**src/rtl/cpu_pkg.sv**
```systemverilog
// Shared CPU definitions: control-bundle width, control bit positions and register-0 index.
package cpu_pkg;

    localparam int CTRL_W         = 8;
    localparam int CTRL_REG_WRITE = 0;
    localparam int CTRL_MEM_READ  = 1;
    localparam int CTRL_MEM_WRITE = 2;
    localparam int CTRL_ALU_SRC   = 3;
    localparam int CTRL_ALU_OP_LO = 4;
    localparam int CTRL_ALU_OP_HI = 7;

    localparam logic [4:0] REG_ZERO = 5'd0;

    // r0 is hardwired to zero, so it never takes part in forwarding or hazard matches.
    function automatic logic idx_match(input logic [4:0] a, input logic [4:0] b);
        return (a == b) && (a != REG_ZERO);
    endfunction

endpackage

```
**src/rtl/wb_bypass_mux.sv**
```systemverilog
// Selects writeback data over a register-read value when the writeback targets that register.
module wb_bypass_mux
    import cpu_pkg::*;
#(
    parameter int DATA_W = 32
) (
    input  logic              wb_reg_write_i,
    input  logic [4:0]        wb_reg_i,
    input  logic [DATA_W-1:0] wb_data_i,
    input  logic [4:0]        src_reg_i,
    input  logic [DATA_W-1:0] src_data_i,
    output logic [DATA_W-1:0] data_o
);

    assign data_o = (wb_reg_write_i && idx_match(wb_reg_i, src_reg_i)) ? wb_data_i : src_data_i;

endmodule

```
**src/rtl/id_ex_stage.sv**
```systemverilog
// ID->EX pipeline register with writeback bypass, load-use bubbles, flush and EX backpressure.
// Optional IDEX_PERF_CNT_EN adds cnt_bubble / cnt_flush event counters.
module id_ex_stage #(
    parameter int CTRL_W = cpu_pkg::CTRL_W,
    parameter int DATA_W = 32
) (
    input  logic              clk,
    input  logic              rst,
    input  logic              id_valid,
    input  logic [31:0]       id_pc,
    input  logic [4:0]        id_rs,
    input  logic [4:0]        id_rt,
    input  logic [4:0]        id_dst,
    input  logic              id_uses_rs,
    input  logic              id_uses_rt,
    input  logic [DATA_W-1:0] id_imm,
    input  logic [CTRL_W-1:0] id_ctrl,
    input  logic [DATA_W-1:0] rd_data1,
    input  logic [DATA_W-1:0] rd_data2,
    input  logic              wb_reg_write,
    input  logic [4:0]        wb_reg,
    input  logic [DATA_W-1:0] wb_data,
    input  logic              flush,
    input  logic              ex_ready,
    output logic              stall_id,
    output logic              ex_valid,
    output logic [31:0]       ex_pc,
    output logic [4:0]        ex_rs,
    output logic [4:0]        ex_rt,
    output logic [4:0]        ex_dst,
    output logic [DATA_W-1:0] ex_imm,
    output logic [DATA_W-1:0] ex_op1,
    output logic [DATA_W-1:0] ex_op2,
    output logic [CTRL_W-1:0] ex_ctrl
`ifdef IDEX_PERF_CNT_EN
    ,
    output logic [31:0]       cnt_bubble,
    output logic [31:0]       cnt_flush
`endif
);

    import cpu_pkg::*;

    logic              ex_valid_q, ex_valid_d;
    logic [31:0]       ex_pc_q, ex_pc_d;
    logic [4:0]        ex_rs_q, ex_rs_d, ex_rt_q, ex_rt_d, ex_dst_q, ex_dst_d;
    logic [DATA_W-1:0] ex_imm_q, ex_imm_d, ex_op1_q, ex_op1_d, ex_op2_q, ex_op2_d;
    logic [CTRL_W-1:0] ex_ctrl_q, ex_ctrl_d;

    logic [DATA_W-1:0] cap_op1, cap_op2, hold_op1, hold_op2;
    logic              load_use;

    wb_bypass_mux #(.DATA_W(DATA_W)) u_cap_op1 (
        .wb_reg_write_i(wb_reg_write), .wb_reg_i(wb_reg), .wb_data_i(wb_data),
        .src_reg_i(id_rs), .src_data_i(rd_data1), .data_o(cap_op1)
    );
    wb_bypass_mux #(.DATA_W(DATA_W)) u_cap_op2 (
        .wb_reg_write_i(wb_reg_write), .wb_reg_i(wb_reg), .wb_data_i(wb_data),
        .src_reg_i(id_rt), .src_data_i(rd_data2), .data_o(cap_op2)
    );
    // Refresh paths keep held operands current while EX is stalled.
    wb_bypass_mux #(.DATA_W(DATA_W)) u_hold_op1 (
        .wb_reg_write_i(wb_reg_write), .wb_reg_i(wb_reg), .wb_data_i(wb_data),
        .src_reg_i(ex_rs_q), .src_data_i(ex_op1_q), .data_o(hold_op1)
    );
    wb_bypass_mux #(.DATA_W(DATA_W)) u_hold_op2 (
        .wb_reg_write_i(wb_reg_write), .wb_reg_i(wb_reg), .wb_data_i(wb_data),
        .src_reg_i(ex_rt_q), .src_data_i(ex_op2_q), .data_o(hold_op2)
    );

    assign load_use = ex_valid_q && ex_ctrl_q[CTRL_MEM_READ] && (ex_dst_q != REG_ZERO) && id_valid
                      && ((id_uses_rs && (id_rs == ex_dst_q)) || (id_uses_rt && (id_rt == ex_dst_q)));

    assign stall_id = !flush && (!ex_ready || load_use);

    always_comb begin
        ex_valid_d = ex_valid_q;
        ex_pc_d    = ex_pc_q;
        ex_rs_d    = ex_rs_q;
        ex_rt_d    = ex_rt_q;
        ex_dst_d   = ex_dst_q;
        ex_imm_d   = ex_imm_q;
        ex_op1_d   = ex_op1_q;
        ex_op2_d   = ex_op2_q;
        ex_ctrl_d  = ex_ctrl_q;
        if (flush) begin
            ex_valid_d = 1'b0;
            ex_ctrl_d  = '0;
        end else if (!ex_ready) begin
            if (ex_valid_q) begin
                ex_op1_d = hold_op1;
                ex_op2_d = hold_op2;
            end
        end else if (load_use) begin
            ex_valid_d = 1'b0;
            ex_ctrl_d  = '0;
        end else begin
            ex_valid_d = id_valid;
            ex_pc_d    = id_pc;
            ex_rs_d    = id_rs;
            ex_rt_d    = id_rt;
            ex_dst_d   = id_dst;
            ex_imm_d   = id_imm;
            ex_op1_d   = cap_op1;
            ex_op2_d   = cap_op2;
            ex_ctrl_d  = id_valid ? id_ctrl : '0;
        end
    end

    always_ff @(posedge clk) begin
        if (rst) begin
            ex_valid_q <= 1'b0;
            ex_pc_q    <= '0;
            ex_rs_q    <= '0;
            ex_rt_q    <= '0;
            ex_dst_q   <= '0;
            ex_imm_q   <= '0;
            ex_op1_q   <= '0;
            ex_op2_q   <= '0;
            ex_ctrl_q  <= '0;
        end else begin
            ex_valid_q <= ex_valid_d;
            ex_pc_q    <= ex_pc_d;
            ex_rs_q    <= ex_rs_d;
            ex_rt_q    <= ex_rt_d;
            ex_dst_q   <= ex_dst_d;
            ex_imm_q   <= ex_imm_d;
            ex_op1_q   <= ex_op1_d;
            ex_op2_q   <= ex_op2_d;
            ex_ctrl_q  <= ex_ctrl_d;
        end
    end

    assign ex_valid = ex_valid_q;
    assign ex_pc    = ex_pc_q;
    assign ex_rs    = ex_rs_q;
    assign ex_rt    = ex_rt_q;
    assign ex_dst   = ex_dst_q;
    assign ex_imm   = ex_imm_q;
    assign ex_op1   = ex_op1_q;
    assign ex_op2   = ex_op2_q;
    assign ex_ctrl  = ex_ctrl_q;

`ifdef IDEX_PERF_CNT_EN
    logic [31:0] cnt_bubble_q, cnt_flush_q;

    always_ff @(posedge clk) begin
        if (rst) begin
            cnt_bubble_q <= '0;
            cnt_flush_q  <= '0;
        end else begin
            if (!flush && ex_ready && load_use)
                cnt_bubble_q <= cnt_bubble_q + 32'd1;
            if (flush && (ex_valid_q || id_valid))
                cnt_flush_q <= cnt_flush_q + 32'd1;
        end
    end

    assign cnt_bubble = cnt_bubble_q;
    assign cnt_flush  = cnt_flush_q;
`endif

endmodule
```
**config.mk**
```make
export PLATFORM = sky130hd
export DESIGN_NAME = id_ex_stage
export DESIGN_NICKNAME = d
export VERILOG_FILES = /design/src/rtl/cpu_pkg.sv /design/src/rtl/wb_bypass_mux.sv /design/src/rtl/id_ex_stage.sv
export SDC_FILE = /design/constraint.sdc
export NUM_CORES = 1
export LEC_CHECK = 0
export BUFFER_PORTS_ARGS = -buffer_cell sky130_fd_sc_hd__buf_2
export CORE_MARGIN = 10
export CORE_UTILIZATION = 39
export CTS_CLUSTER_SIZE = 10
export DETAILED_ROUTE_END_ITERATION = 12
export PLACE_DENSITY = 0.7
export SYNTH_ARGS = -nofsm -noshare
export SYNTH_HDL_FRONTEND = slang
export SYNTH_SLANG_ARGS = --single-unit
```
**constraint.sdc**
```tcl
create_clock -name clk -period 4.06 [get_ports clk]
set_input_delay 1.218 -clock clk [delete_from_list [all_inputs] [get_ports clk]]
set_output_delay 1.218 -clock clk [all_outputs]
set_load 0.02 [all_outputs]
```
======== Word level (Yosys, flattened, before mapping) ========
Index checks and enable logic that the tools add are counted.
word-level totals
  word-level logic and storage cells ...... 59
  flip-flop bits (word level) ............. 152
cells by class
  reductions and logical operators ........ 28
  multiplexer cells ....................... 13
  equality and inequality tests ........... 7
  bitwise operators ....................... 2
operators with widths
  operator              count
  $mux W32              10
  $eq A5 B5 Y1          6
  $mux W8               2
  $logic_and A1 B1 Y1   15
  $reduce_bool A5 Y1    2
  $reduce_and A4 Y1     2
  $reduce_bool A2 Y1    3
  $reduce_and A3 Y1     1
  $logic_not A1 Y1      2
  $logic_or A1 B1 Y1    2
  $ne A2 B2 Y1 const B  1
  $not A1 Y1            2
  $reduce_or A2 Y1      1
  $mux W1               1

======== Logic depth before layout (Yosys ltp) ========
Gate-level depths: netlist of run 1.
  depth in word-level cells ............... 6
  depth in mapped cells ................... 9

======== By module ========
A second synthesis of run 1 with hierarchy kept.
unflattened totals
  cell total of the unflattened synthesis .. 946
  area total of the unflattened synthesis .. 10,113.4 sq um
modules (own cells, without submodules)
  module         seq. area each (sq um)  times used  area each (sq um)  cells each
  id_ex_stage    3,042.9                 1           7,736.2            766
  wb_bypass_mux  0.0                     4           594.3              45

======== Least setup slack after synthesis of run 1 ========
No wires, ideal clock.
  kind .................................... input -> output
  start point ............................. input id_rs[1]
  end point ............................... output stall_id
  setup slack ............................. 0.553 ns
  stages on the path ...................... 5
  buffers on the path ..................... 0
  arrival time ............................ 2.289 ns
  cell sequence ........................... xnor2_1 nand4_1 o22ai_4 nand2_1 a21oi_1
between the ends
  longest elaborated chain between the ends .. 6
ends and longest elaborated chain
  element              line               RTL
  start: declaration   id_ex_stage.sv:11  input logic [4:0] id_rs,
  $eq A5 B5 Y1         id_ex_stage.sv:72  && ((id_uses_rs && (id_rs == ex_dst_q)) || (id_uses_rt && (id_rt == ex_dst_q)));
  $logic_and A1 B1 Y1  id_ex_stage.sv:72
  $logic_or A1 B1 Y1   id_ex_stage.sv:72
  $logic_and A1 B1 Y1  id_ex_stage.sv:72
  $logic_or A1 B1 Y1   id_ex_stage.sv:74  assign stall_id = !flush && (!ex_ready || load_use);
  $logic_and A1 B1 Y1  id_ex_stage.sv:74
  end: declaration     id_ex_stage.sv:25  output logic stall_id,
Every way passes these cells.

======== Worst setup path after layout of run 1 ========
Ends and elaborated chain as after synthesis.

==> key figures, run 1 <==
Outcome
  – Outcome: finished clean

Floorplanning
  – Die footprint: 0.02325 sq mm
  – Num rows: 48
  – Die outline height: 152.5 um
  – Die W: 152.5 um
  – IO Pins: 349
  – Core area: 0.01724 sq mm
  – Initial core utilization: 39.72%

Placed design
  – Pre-CTS setup slack: 0.3153 ns
  – # port buffers: 348
  – DP Wirelength: 16.75 mm
  – RePlAce Congestion: 0.8267

STA
  – Total Neg Setup Slack: 0 ns
  – Final slew viol count: 0
  – Final setup violation count: 0
  – Final critical-path required period: 3.737 ns
  – Fin crit share: 92.04%
  – Slew headroom: 55.26%
  – Worst Tran Pin Value: 0.6710 ns
  – Final Hold Vio Count: 0
  – FMAX: 267.6 MHz
  – Final worst slack: 0.3233 ns
  – Clock skew: 0.009809 ns
  – Unrepaired setup endpoints after global routing: no

Setup path
  – Critical Path Stages: 7
  – Critical path's slowest cell: o22ai_4
  – Cell mode on critical path: buf_2
  – Crit path required time: 2.84 ns
  – Worst r2r path cells: 7
  – Worst Setup End Kind: output pin
  – Reg-to-Reg Start: ex_dst[1]
  – Reg-to-reg slack, setup: 2.03 ns
  – CP Buf/Inv Count: 2
  – Crit Path Class: in2out
  – Max FO, Critical Path: 5
  – Cell family with most CP delay: compound AO/OA/AOI/OAI gates
  – Crit-path cells: buf_2 -> xnor2_1 -> nand4_1 -> o22ai_4 -> nand2_1 -> a21oi_1 -> buf_2
  – WP data arrival: 2.52 ns
  – CP peak stage delay: 0.37 ns
  – Reg2reg end: ex_rs[1]
  – CP endpoint: stall_id
  – Crit path from: id_rs[1]
  – CP startpoint kind: primary input

Detailed routing
  – Vias per cell: 4.855
  – Routed vias: 5816
  – 1st-pass router iterations: 4
  – Initial drt markers: 173
  – DRC Markers: 0
  – WL per Instance: 18.09 um
  – Routed WL: 21.67 mm
  – Antenna Nets Post-Route: 0

Final layout
  – Nets: 1153
  – Layout area overhead: 35.31%
  – Fill count: 1583
  – Layout Utilization: 53.75%
  – Layout cells sized above 1: 47.63%

CTS
  – Root buffer cell: clkbuf_16
  – Hold Buf Count CTS: 0
  – Skew-Pair Late Insertion Delay: 0.41 ns
  – Number of gates resized after CTS: 0
  – TritonCTS clock tree: built
  – CTS Buf Count: 17
  – Post-CTS Setup Repair Bufs: 0
  – Clk sink count: 152
  – Reg clk slew, reported paths: 0.06 ns
  – H-tree depth: 4
  – CTS max path bufs: 2

Synth
  – Seq cells post-synth: 152
  – Asr flop ratio synth: 0%
  – Post-Synthesis Cells: 630
  – Synth Area per Inst: 10.87 sq um
  – Post-synth cell types: 30
  – Prevailing post-synth register cell: dfxtp_1
  – Ys Warns: 0
  – Post-synth EDFFs: 0
  – Syn Nets: 826
  – Register area share after synthesis: 44.44%
  – Mapped Area: 0.006847 sq mm

Pwr
  – LEAKAGE: 4.384 nW
  – Total power: 3.899 mW
  – Power per cell area: 420.9 mW/mm^2
  – Highest ir drop seen on vdd: 276.2 uV

Global routing
  – Number of global-route vias before repair: 5991
  – Pin count of the biggest net entering global routing: 74
  – Initial antenna violation count: 4
  – Global router's overall resource usage: 17.63%
  – Final global-route overflow total: 0
  – First-pass GRT wire length: 33.34 mm

Hold path
  – Worst hold path class: reg2reg

Run
  – Max Cap Violations: 0
how the worst min path moves through the flow:
stage	startpoint	endpoint	slack [ns]	cells after the start
2_1_floorplan	ex_op1[0]	ex_op1[0]	0.57	2
3_3_place_gp	ex_ctrl[6]	ex_ctrl[6]	0.46	1
3_5_place_dp	ex_ctrl[0]	ex_ctrl[0]	0.45	1
4_1_cts	ex_ctrl[0]	ex_ctrl[0]	0.48	1
5_1_grt	ex_ctrl[2]	ex_ctrl[2]	0.49	1
6_report	ex_ctrl[0]	ex_ctrl[0]	0.47	1
Yosys cell counts (3+ instances only):
cell / n / area (sq um)
nor3_1: 3 / 15.01
a22o_1: 8 / 70.07
nand3_1: 3 / 15.01
buf_2: 8 / 40.04
clkbuf_1: 16 / 60.06
buf_6: 14 / 157.7
dfxtp_1: 152 / 3043
a211oi_2: 60 / 750.7
a211oi_1: 5 / 37.54
xor2_1: 12 / 105.1
nand4_1: 4 / 25.02
nand2_1: 5 / 18.77
mux2i_1: 143 / 1431
buf_4: 11 / 82.58
nor2_1: 149 / 559.3
xnor2_1: 18 / 157.7
flip-flops by register name (all words and copies together), names as in the netlist:
signal,cells
ex_valid,1
ex_rs,5
ex_op2,32
ex_dst,5
ex_pc,32
ex_ctrl,8
ex_rt,5
ex_op1,32
ex_imm,32
report_power, final:
| part | total (mW) | internal, mW | switching (mW) |
|---|---|---|---|
| Clock | 1.60 | 0.926 | 0.675 |
| Sequential | 1.62 | 1.58 | 0.0459 |
| Combinational | 0.677 | 0.278 | 0.399 |
cell families after synthesis:
kind of cell           synth area share, %
AO/OA/AOI/OAI                        15.94
XOR/XNOR                             3.838
buffers and inverters                5.135
flip-flops                           44.44
multiplexers                         20.91
AND/OR/NAND/NOR                      9.741
stage by stage:
stage	instance area, sq um	hold WS [ns]	cells
4_1_cts	9256	0.4757	1195
5_1_grt	9261	0.4917	1197
3_5_place_dp	8665	0.4510	1163
2_1_floorplan	6847	0.5705	630
3_3_place_gp	8665	0.4603	1163
6_report	9264	0.4706	1198
layout by cell type, fill, tap and decap left out, drive strengths merged:
master | netlist | final
a22o | 8 | 8
nor3 | 3 | 3
nor2b | 1 | 1
a41oi | 2 | 2
xor2 | 12 | 12
diode | 0 | 3
nand2 | 6 | 6
dfxtp | 152 | 152
clkbuf | 16 | 18
a21boi | 1 | 1
nand4 | 4 | 4
clkinvlp | 0 | 2
buf | 33 | 357
a31oi | 3 | 3
inv | 3 | 11
o41ai | 2 | 2
mux2i | 143 | 143
clkinv | 0 | 2
a211oi | 65 | 65
bufinv | 0 | 2
a2111oi | 2 | 2
xnor2 | 18 | 18
nand3 | 3 | 3
o22ai | 1 | 1
nor2 | 149 | 149
a21oi | 2 | 2
nor4 | 1 | 1
cell type report:
| type | instances | area, sq um | area share (%) |
|---|---|---|---|
| multi-input cells | 426 | 3463 | 37.39 |
| clock buffers | 18 | 429.2 | 4.633 |
| flip-flops and latches | 152 | 3043 | 32.85 |
| repair buffers | 357 | 1866 | 20.14 |
| clock inverters | 14 | 162.7 | 1.756 |
| diodes | 3 | 7.507 | 0.08104 |
| well taps | 225 | 281.5 | 3.039 |
| inverters | 3 | 11.26 | 0.1216 |
routing by layer:
layer	part of all wire [%]	GRT usage (%)	vias to the layer above	wire, um
li1	-	-	2873	-
met1	43	21.05	2663	9338
met5	0	0	-	0
met3	10	8.157	28	2213
met2	45	27.32	252	9676
met4	2.0	6.222	0	440
(Power assumes the default switching activity.)
==> inputs of run 2 (changes only) <==
--- a/config.mk
+++ b/config.mk
@@ -5,12 +5,13 @@
 export SDC_FILE = /design/constraint.sdc
 export NUM_CORES = 1
 export LEC_CHECK = 0
+export ABC_AREA = 1
 export BUFFER_PORTS_ARGS = -buffer_cell sky130_fd_sc_hd__buf_2
 export CORE_MARGIN = 10
 export CORE_UTILIZATION = 39
 export CTS_CLUSTER_SIZE = 10
 export DETAILED_ROUTE_END_ITERATION = 12
-export PLACE_DENSITY = 0.7
+export PLACE_DENSITY = 0.69
 export SYNTH_ARGS = -nofsm -noshare
 export SYNTH_HDL_FRONTEND = slang
 export SYNTH_SLANG_ARGS = --single-unit
==> key figures, run 2 <==
Detailed routing
  – Initial drt markers: 585
  – 1st-pass router iterations: 5
  – WL per Instance: 16.33 um
  – Routed WL: 28.75 mm
  – DRC Markers: 0
  – Antenna Nets Post-Route: 0
  – Vias per cell: 4.804
  – Routed vias: 8459

Placed design
  – RePlAce Congestion: 0.9171
  – DP Wirelength: 21.18 mm
  – # port buffers: 348
  – Dpl cells: 1729

Synth
  – Post-synth top area share: 40.61%
  – Seq cells post-synth: 152
  – Commonest cells in the netlist: nand2_1 (438), nor2_1 (183), dfxtp_1 (152), inv_1 (91), a21oi_1 (77)
  – Asr flop ratio synth: 0%
  – Syn Nets: 1386
  – Mapped Area: 0.007492 sq mm
  – Register area share after synthesis: 40.61%
  – Post-synth cell types: 21
  – Largest area contributor in the netlist: dfxtp_1
  – Post-synth EDFFs: 0
  – Prevailing post-synth register cell: dfxtp_1
  – Area contributors post-synth: dfxtp_1 (41%), nand2_1 (22%), nor2_1 (9.2%)
  – Post-Synthesis Cells: 1190
  – Ys Warns: 0
  – Most frequent cell after synthesis: nand2_1
  – Synth Area per Inst: 6.296 sq um

Global routing
  – Pin count of the biggest net entering global routing: 91
  – Final global-route overflow total: 0
  – Global router's overall resource usage: 21.66%
  – Number of global-route vias before repair: 8192
  – First-pass GRT wire length: 43.35 mm
  – Initial antenna violation count: 0

STA
  – Fin crit share: 85.58%
  – Final setup violation count: 0
  – Final slew viol count: 0
  – Worst Tran Pin Value: 0.9398 ns
  – Total Neg Setup Slack: 0 ns
  – Clock skew: 0.01072 ns
  – Final critical-path required period: 3.475 ns
  – Final Hold Vio Count: 0
  – Slew headroom: 37.35%
  – FMAX: 287.8 MHz
  – Unrepaired setup endpoints after global routing: no

CTS
  – Skew-Pair Late Insertion Delay: 0.42 ns
  – Reg clk slew, reported paths: 0.07 ns
  – TritonCTS clock tree: built
  – Hold Buf Count CTS: 0
  – Root buffer cell: clkbuf_16
  – H-tree depth: 4
  – Post-CTS Setup Repair Bufs: 0
  – CTS max path bufs: 2
  – Clk sink count: 152
  – Number of gates resized after CTS: 0
  – CTS Buf Count: 17

Pwr
  – Power per cell area: 393.0 mW/mm^2
  – Highest ir drop seen on vdd: 271.7 uV
  – Net Sw Frac: 31.68%
  – Internal power: 2.637 mW
  – Clk pwr share: 40.4%
  – Reg power frac: 41.8%
  – Combinational power share: 17.8%
  – LEAKAGE: 5.450 nW
  – Total power: 3.860 mW
  – Sw power: 1.223 mW

Final layout
  – Commonest non-fill, non-tap cells in the layout: nand2_1 (437), buf_2 (347), nor2_1 (183)
  – Fill count: 1930
  – Nets: 1684
  – Commonest non-fill, non-tap cell in the layout: nand2_1
  – Layout area overhead: 31.11%
  – Layout cells sized above 1: 27.25%
  – # diodes: 0
  – Fin cells: 1761

Setup path
  – Crit Path Class: in2out
  – WP data arrival: 2.26 ns
  – Crit path required time: 2.84 ns
  – Worst Setup End Kind: output pin
  – Max FO, Critical Path: 4
  – CP startpoint kind: primary input

Floorplanning
  – Die W: 158.6 um
  – Die outline height: 158.6 um
  – Die footprint: 0.02515 sq mm
  – IO Pins: 349
  – Core area: 0.01883 sq mm
  – Num rows: 50
  – Initial core utilization: 39.79%

Run
  – Max Cap Violations: 0

Outcome
  – Outcome: finished clean

Hold path
  – Worst hold path class: reg2reg
[run 2: cell families (layout without fill, tap and decap cells)]
family                 Yosys count  count (layout)  synth area share, %
AND/OR/NAND/NOR                777             777                42.97
flip-flops                     152             152                40.61
AO/OA/AOI/OAI                   81              81                5.511
buffers and inverters          180             491                10.91
[run 2: power by group through the flow]
| stage | clock network (mW) | logic (mW) | registers [mW] |
|---|---|---|---|
| floorplan | 0 | 0.325 | 1.74 |
| global placement | 0 | 0.689 | 1.65 |
| detailed placement | 0 | 0.693 | 1.65 |
| CTS | 1.60 | 0.695 | 1.61 |
| global route | 1.67 | 0.771 | 1.62 |
| finish | 1.56 | 0.688 | 1.61 |
[run 2: path summary, 6_finish.rpt]
path,from,to,slack [ns],cells after the start
worst max-delay path,id_rt[4],stall_id,0.59,9
worst min-delay path,ex_pc[2],ex_pc[2],0.46,2
worst max register to register,ex_dst[2],ex_imm[3],1.23,12
worst min register to register,ex_pc[2],ex_pc[2],0.46,2
[run 2: area by class of cell]
type	instances	area [sq um]	share of cell area (%)
Tap cell	260	325.3	3.312
Clock inverter	15	156.4	1.592
Inverter	99	371.6	3.783
Clock buffer	17	425.4	4.331
Multi-Input combinational cell	858	3642	37.08
Sequential cell	152	3043	30.98
Timing Repair Buffer	360	1859	18.93
[run 2: critical path, cell delays in order]
cell and delay [ns]:
buf_2 0.12, inv_1 0.07, nand2_1 0.05, a21oi_1 0.17, nand3_1 0.09, nand2_1 0.10, nand2_2 0.06, a21oi_1 0.18
buf_2 0.20
[run 2: layer usage]
metal / wire length, um / share of wire (%) / vias to the layer above / global-route usage [%]
met5: 0 / 0 / - / 0
met4: 598 / 2.1 / 0 / 7.322
met3: 3497 / 12 / 39 / 9.390
met2: 13200 / 46 / 346 / 35.07
met1: 11460 / 40 / 3750 / 25.07
li1: - / - / 4324 / -
[run 2: metrics by stage]
stage | utilization [%] | area, sq um | worst slack (ns) | hold slack [ns]
2_1_floorplan | - | 7492 | 0.4091 | 0.5358
3_3_place_gp | 49.08 | 9241 | 0.4068 | 0.4443
3_5_place_dp | 49.08 | 9241 | 0.3621 | 0.4504
4_1_cts | 52.17 | 9823 | 0.6174 | 0.4598
5_1_grt | 52.17 | 9823 | 0.4889 | 0.4743
6_report | 52.17 | 9823 | 0.5853 | 0.4564
